$ cat config.mk
export PLATFORM = sky130hd
export DESIGN_NAME = lcd_receiver_flat
export DESIGN_NICKNAME = d
export VERILOG_FILES = /design/src/rtl/lcd_receiver_if.sv /design/src/rtl/lcd_receiver.sv /design/src/flat_wrapper.sv
export SDC_FILE = /design/constraint.sdc
export NUM_CORES = 1
export LEC_CHECK = 0
export ABC_AREA = 1
export BUFFER_PORTS_ARGS = -buffer_cell sky130_fd_sc_hd__buf_2
export CORE_MARGIN = 5
export CORE_UTILIZATION = 56
export DETAILED_ROUTE_END_ITERATION = 12
export PLACE_DENSITY_LB_ADDON = 0.05
export SLEW_MARGIN = 0
export SYNTH_ARGS = -nofsm -noshare
export SYNTH_HDL_FRONTEND = slang
export SYNTH_SLANG_ARGS = --single-unit
$ cat constraint.sdc
create_clock -name clk -period 1.9 [get_ports clk]
set_input_delay 0.19 -clock clk [delete_from_list [all_inputs] [get_ports clk]]
set_output_delay 0.19 -clock clk [all_outputs]
set_load 0.05 [all_outputs]
$ cat src/rtl/lcd_receiver_if.sv
// lcd_receiver_if: LCD serial pins toward the receiver and decoded results back
interface lcd_receiver_if;
    logic       lcde;
    logic       lcdrs;
    logic       lcdrw;
    logic       lcddat;
    logic [7:0] rx_data;
    logic       rx_rs;
    logic       rx_valid;
    logic       busy;
    logic       init_seen;
    logic       frame_err;
    logic       overrun_err;
    modport master (
        output lcde, lcdrs, lcdrw, lcddat,
        input  rx_data, rx_rs, rx_valid, busy, init_seen, frame_err, overrun_err
    );
    modport slave (
        input  lcde, lcdrs, lcdrw, lcddat,
        output rx_data, rx_rs, rx_valid, busy, init_seen, frame_err, overrun_err
    );
endinterface

$ cat src/rtl/lcd_receiver.sv
// lcd_receiver: serial LCD byte receiver with busy window, idle timeout and init detection
module lcd_receiver #(
    parameter int BUSY_CYCLES    = 40,
    parameter int TIMEOUT_CYCLES = 1000
) (
    input logic           clk,
    input logic           reset,
    lcd_receiver_if.slave bus
);
    localparam int BW = $clog2(BUSY_CYCLES + 1);
    localparam int TW = $clog2(TIMEOUT_CYCLES + 1);
    localparam logic [BW-1:0] BUSY_LOAD = BW'(BUSY_CYCLES);
    localparam logic [TW-1:0] IDLE_MAX  = TW'(TIMEOUT_CYCLES);

    logic          lcde_q, lcdrs_q, lcdrw_q, lcddat_q;
    logic [6:0]    sr;
    logic [2:0]    cnt;
    logic          rs_held;
    logic [TW-1:0] idle;
    logic [BW-1:0] busy_cnt;
    logic [1:0]    init_idx;
    logic [7:0]    rx_data;
    logic          rx_rs, rx_valid, init_seen, frame_err, overrun_err;
    logic          fall, busy, bad, timeout, take, rs_clash, accept, done;
    logic [7:0]    byte_in, init_exp;

    // edge detection and bit acceptance; a timeout outranks a coincident bit
    always_comb begin
        fall     = lcde_q & ~bus.lcde;
        busy     = busy_cnt != '0;
        bad      = busy | lcdrw_q;
        timeout  = cnt != 3'd0 && idle == IDLE_MAX;
        take     = fall & ~bad & ~timeout;
        rs_clash = take && cnt != 3'd0 && lcdrs_q != rs_held;
        accept   = take & ~rs_clash;
        done     = accept && cnt == 3'd7;
        byte_in  = {sr, lcddat_q};
        init_exp = init_idx == 2'd0 ? 8'h38 : init_idx == 2'd1 ? 8'h0C : init_idx == 2'd2 ? 8'h01 : 8'h06;
    end

    // single register stage on the LCD pins
    always_ff @(posedge clk or negedge reset) begin
        if (!reset) {lcde_q, lcdrs_q, lcdrw_q, lcddat_q} <= '0;
        else        {lcde_q, lcdrs_q, lcdrw_q, lcddat_q} <= {bus.lcde, bus.lcdrs, bus.lcdrw, bus.lcddat};
    end

    // shift bits in MSB first; the 8th bit goes straight into rx_data
    always_ff @(posedge clk or negedge reset) begin
        if (!reset) begin
            sr      <= '0;
            cnt     <= '0;
            rs_held <= 1'b0;
            rx_data <= '0;
            rx_rs   <= 1'b0;
        end else if (timeout || rs_clash) begin
            cnt <= '0;
        end else if (accept) begin
            sr  <= byte_in[6:0];
            cnt <= cnt + 3'd1;
            if (cnt == 3'd0) rs_held <= lcdrs_q;
            if (done) begin
                rx_data <= byte_in;
                rx_rs   <= rs_held;
            end
        end
    end

    // idle counter counts cycles since the last accepted bit of a partial byte
    always_ff @(posedge clk or negedge reset) begin
        if (!reset)                idle <= '0;
        else if (accept)           idle <= TW'(1);
        else if (cnt == 3'd0)      idle <= '0;
        else if (idle != IDLE_MAX) idle <= idle + TW'(1);
    end

    // post-byte busy window
    always_ff @(posedge clk or negedge reset) begin
        if (!reset)    busy_cnt <= '0;
        else if (done) busy_cnt <= BUSY_LOAD;
        else if (busy) busy_cnt <= busy_cnt - BW'(1);
    end

    // one-cycle status pulses
    always_ff @(posedge clk or negedge reset) begin
        if (!reset) begin
            rx_valid    <= 1'b0;
            frame_err   <= 1'b0;
            overrun_err <= 1'b0;
        end else begin
            rx_valid    <= done;
            frame_err   <= timeout | rs_clash;
            overrun_err <= fall & bad;
        end
    end

    // init sequence matcher over command bytes only; a stray 0x38 restarts at index 1
    always_ff @(posedge clk or negedge reset) begin
        if (!reset) begin
            init_idx  <= '0;
            init_seen <= 1'b0;
        end else if (done && !rs_held) begin
            if (byte_in == init_exp) begin
                init_idx <= init_idx + 2'd1;
                if (init_idx == 2'd3) init_seen <= 1'b1;
            end else begin
                init_idx <= byte_in == 8'h38 ? 2'd1 : 2'd0;
            end
        end
    end

    assign bus.rx_data     = rx_data;
    assign bus.rx_rs       = rx_rs;
    assign bus.rx_valid    = rx_valid;
    assign bus.busy        = busy;
    assign bus.init_seen   = init_seen;
    assign bus.frame_err   = frame_err;
    assign bus.overrun_err = overrun_err;
endmodule

$ cat src/flat_wrapper.sv
// flat-port wrapper written by rule: the top's interface ports become plain ports
module lcd_receiver_flat 
#(
    parameter int BUSY_CYCLES    = 40,
    parameter int TIMEOUT_CYCLES = 1000
)
  (clk, reset, bus_lcde, bus_lcdrs, bus_lcdrw, bus_lcddat, bus_rx_data, bus_rx_rs, bus_rx_valid, bus_busy, bus_init_seen, bus_frame_err, bus_overrun_err);
  lcd_receiver_if bus_i ();
  input logic clk;
  input logic reset;
  input wire logic [$bits(bus_i.lcde)-1:0] bus_lcde;
  input wire logic [$bits(bus_i.lcdrs)-1:0] bus_lcdrs;
  input wire logic [$bits(bus_i.lcdrw)-1:0] bus_lcdrw;
  input wire logic [$bits(bus_i.lcddat)-1:0] bus_lcddat;
  output wire logic [$bits(bus_i.rx_data)-1:0] bus_rx_data;
  output wire logic [$bits(bus_i.rx_rs)-1:0] bus_rx_rs;
  output wire logic [$bits(bus_i.rx_valid)-1:0] bus_rx_valid;
  output wire logic [$bits(bus_i.busy)-1:0] bus_busy;
  output wire logic [$bits(bus_i.init_seen)-1:0] bus_init_seen;
  output wire logic [$bits(bus_i.frame_err)-1:0] bus_frame_err;
  output wire logic [$bits(bus_i.overrun_err)-1:0] bus_overrun_err;
  assign bus_i.lcde = bus_lcde;
  assign bus_i.lcdrs = bus_lcdrs;
  assign bus_i.lcdrw = bus_lcdrw;
  assign bus_i.lcddat = bus_lcddat;
  assign bus_rx_data = bus_i.rx_data;
  assign bus_rx_rs = bus_i.rx_rs;
  assign bus_rx_valid = bus_i.rx_valid;
  assign bus_busy = bus_i.busy;
  assign bus_init_seen = bus_i.init_seen;
  assign bus_frame_err = bus_i.frame_err;
  assign bus_overrun_err = bus_i.overrun_err;
  lcd_receiver #(.BUSY_CYCLES(BUSY_CYCLES), .TIMEOUT_CYCLES(TIMEOUT_CYCLES)) u_core (.clk(clk), .reset(reset), .bus(bus_i));
endmodule
==> flow_metrics.py <==
metrics = {
    "run_status": {
        "status": "complete, no violations",
    },
    "clock_network": {
        "clock-root-buffer": "clkbuf_8",
        "cts_buffers": 5,
        "cts.clk_slew.worst_paths_ns": 0.08,
        "cts_setup_buffers": 0,
        "clock_latency_ns": 0.30,
        "clkSinkCount": 46,
        "cts_tree": "done",
        "htree_levels": 2,
        "clockBufferDepth": 2,
    },
    "yosys": {
        "synth.area.top_cells": "dfrtp_1 48%, nand2_1 9.8%, ha_1 5.8%, inv_1 5.7%, nor2_1 4.0%",
        "synth_top_area_frac": 0.485,
        "synth_area_mm2": 0.00237,
        "synth_top_cell_by_area": "dfrtp_1",
        "async_flop_share": 1.00,
        "synth.avg_cell_area_um2": 8.86,
        "ys_warn_count": 0,
        "ys_ff_latch": 46,
        "synth_cell_types": 26,
        "synth_ff_type": "dfrtp_1",
        "synthCells": 268,
        "ys_seq_area_frac": 0.485,
        "syn-num-nets": 285,
        "synth_edf_count": 0,
    },
    "die": {
        "die_area_mm2": 0.00564,
        "die_w_um": 75.1,
        "dieHeight_um": 75.1,
        "start_util": 0.585,
        "rows": 23,
        "core_area_mm2": 0.00406,
        "io_pins": 20,
    },
    "drt": {
        "viasPerCell": 5.03,
        "vias": 1761,
        "first_iter_violations": 59,
        "drt_wl_total_um": 4270,
        "drc": 0,
        "wl_per_cell_um": 12.2,
        "drtPass1Iterations": 4,
        "ant_nets": 0,
    },
    "finish": {
        "layout-drive-gt1-share": 0.207,
        "final_util": 0.662,
        "regArea_mm2": 0.00115,
        "nets": 316,
        "fill_cells": 355,
        "diodes": 0,
        "mostFrequentLayoutCells": "62 x nand2_1, 46 x dfrtp_1, 36 x inv_1",
        "syn_to_final_growth_pct": 13.1,
        "layout.cells.most_common": "nand2_1",
        "instances_no_fill": 350,
        "multi_input_area_mm2": 0.00106,
        "fin_area_mm2": 0.00269,
    },
    "worst_setup_path": {
        "worstSetupEndpointType": "output pin",
        "arrival_ns": 1.56,
        "cp-start-kind": "flop",
        "worstPathRequired_ns": 1.71,
        "cp_max_fo": 5,
        "critical_path_class": "reg2out",
    },
    "flow_run": {
        "cap_violations": 0,
    },
    "global_routing": {
        "grt_max_degree": 25,
        "grt_pass1_vias": 1707,
        "grt_overflow": 0,
        "grt_pass1_wl_um": 7580,
        "antenna_found_initial": 0,
        "track_usage": 0.175,
    },
    "timing": {
        "setup_tns_ns": 0,
        "post-route-min-period_ns": 1.75,
        "rsz0062_at_grt": "false",
        "hold_viol_final": 0,
        "setup_viol": 0,
        "fmax_ghz": 0.571,
        "maxSlewViolCount": 0,
        "tightest_slew_ns": 0.525,
        "fin_ws_ns": 0.150,
        "slew-limit-headroom": 0.650,
        "fin_skew_ns": 0.00604,
        "post-route-period-util": 0.921,
    },
    "placement": {
        "place_congestion": 0.874,
        "dp_cells": 337,
        "dp_hpwl_um": 3200,
        "dpl_cell_area_mm2": 0.00254,
        "pre_cts_slack_ns": 0.0630,
        "port_buffers": 19,
    },
    "power_and_ir_drop": {
        "power_density_mw_per_mm2": 718,
        "leakage_nw": 1.34,
        "max-vdd-ir-drop_mv": 0.445,
    },
    "min_path": {
        "hold_class": "in2async",
    },
}
power by group:
part           leakage [nW]  total (mW)  internal (mW)  switching (mW)
combinational         0.687       0.246         0.0795           0.167
clock                0.0482       0.612          0.294           0.319
sequential            0.603        1.07           1.03          0.0418
total                  1.34        1.93           1.40           0.527
synth_stat cells (5+ instances only):
| master | count |
|---|---|
| o21ai_1 | 11 |
| o21ai_0 | 6 |
| nand3_2 | 5 |
| nand4_1 | 6 |
| nand2_1 | 62 |
| inv_1 | 36 |
| nand3_1 | 10 |
| ha_1 | 11 |
| dfrtp_1 | 46 |
| o21ai_2 | 7 |
| xor2_1 | 9 |
| nand2_2 | 7 |
| nor2_1 | 25 |
state kept, by name, summed over array words and instances, names as in the netlist:
name / count
u_core.bus.overrun_err: 1
u_core.lcddat_q: 1
u_core.sr: 7
u_core.bus.rx_valid: 1
u_core.lcde_q: 1
u_core.lcdrw_q: 1
u_core.rs_held: 1
u_core.bus.rx_data: 8
u_core.bus.init_seen: 1
u_core.busy_cnt: 6
u_core.idle: 10
u_core.bus.frame_err: 1
u_core.init_idx: 2
u_core.bus.rx_rs: 1
u_core.cnt: 3
u_core.lcdrs_q: 1
critical path, cell delays in order, from the launching register on:
cell and delay (ns):
dfrtp_1 0.36, inv_1 0.12, ha_1 0.20, nand2_2 0.08, nor2_4 0.11, nand2_1 0.15
buf_2 0.25
per-layer routing:
metal / vias up / GRT usage / part of all wire
met4: 0 / 0.0672 / 0.017
li1: 903 / - / -
met1: 822 / 0.243 / 0.49
met3: 7 / 0.0320 / 0.047
met2: 29 / 0.273 / 0.45
met5: - / 0 / 0
path summary, 6_finish.rpt:
check	from	endpoint	slack (ns)	cells after the start
max	u_core.busy_cnt[0]	bus_busy	0.15	6
min	reset	u_core.bus.rx_data[0]	0.40	2
max reg2reg	u_core.busy_cnt[0]	u_core.bus.rx_data[0]	0.20	9
min reg2reg	u_core.bus.init_seen	u_core.bus.init_seen	0.48	1
max in group asynchronous	reset	u_core.rs_held	0.99	3
min in group clk	u_core.bus.init_seen	u_core.bus.init_seen	0.48	1
timing repair:
action                                  CTS  global route
endpoints found under the setup margin    0             7
gates resized for setup                   0             1
hold buffers                              4             1
endpoints found under the hold margin    25             1
area by class of cell:
type                            count  area share
Tap cell                           50      0.0233
Sequential cell                    46       0.429
Timing Repair Buffer               26      0.0643
Clock buffer                        7      0.0322
Multi-Input combinational cell    180       0.394
Inverter                           40      0.0559
Clock inverter                      1     0.00186
cell families (layout without fill, tap and decap cells):
kind of cell / count (synthesis) / count (layout) / share of synthesized area
xor+xnor: 10 / 10 / 0.0369
fa+ha+maj: 11 / 11 / 0.0580
flops: 46 / 46 / 0.485
simple gates: 128 / 128 / 0.268
compound gates: 31 / 31 / 0.0796
buf+inv: 42 / 74 / 0.0727
metrics by stage:
stage          hold WS, ns  power (mW)
2_1_floorplan       -0.106        1.25
3_3_place_gp         0.191        1.32
3_5_place_dp         0.194        1.33
4_1_cts            0.00229        1.95
5_1_grt              0.452        2.02
6_report             0.395        1.93
Power figures use the tool's default switching activity.
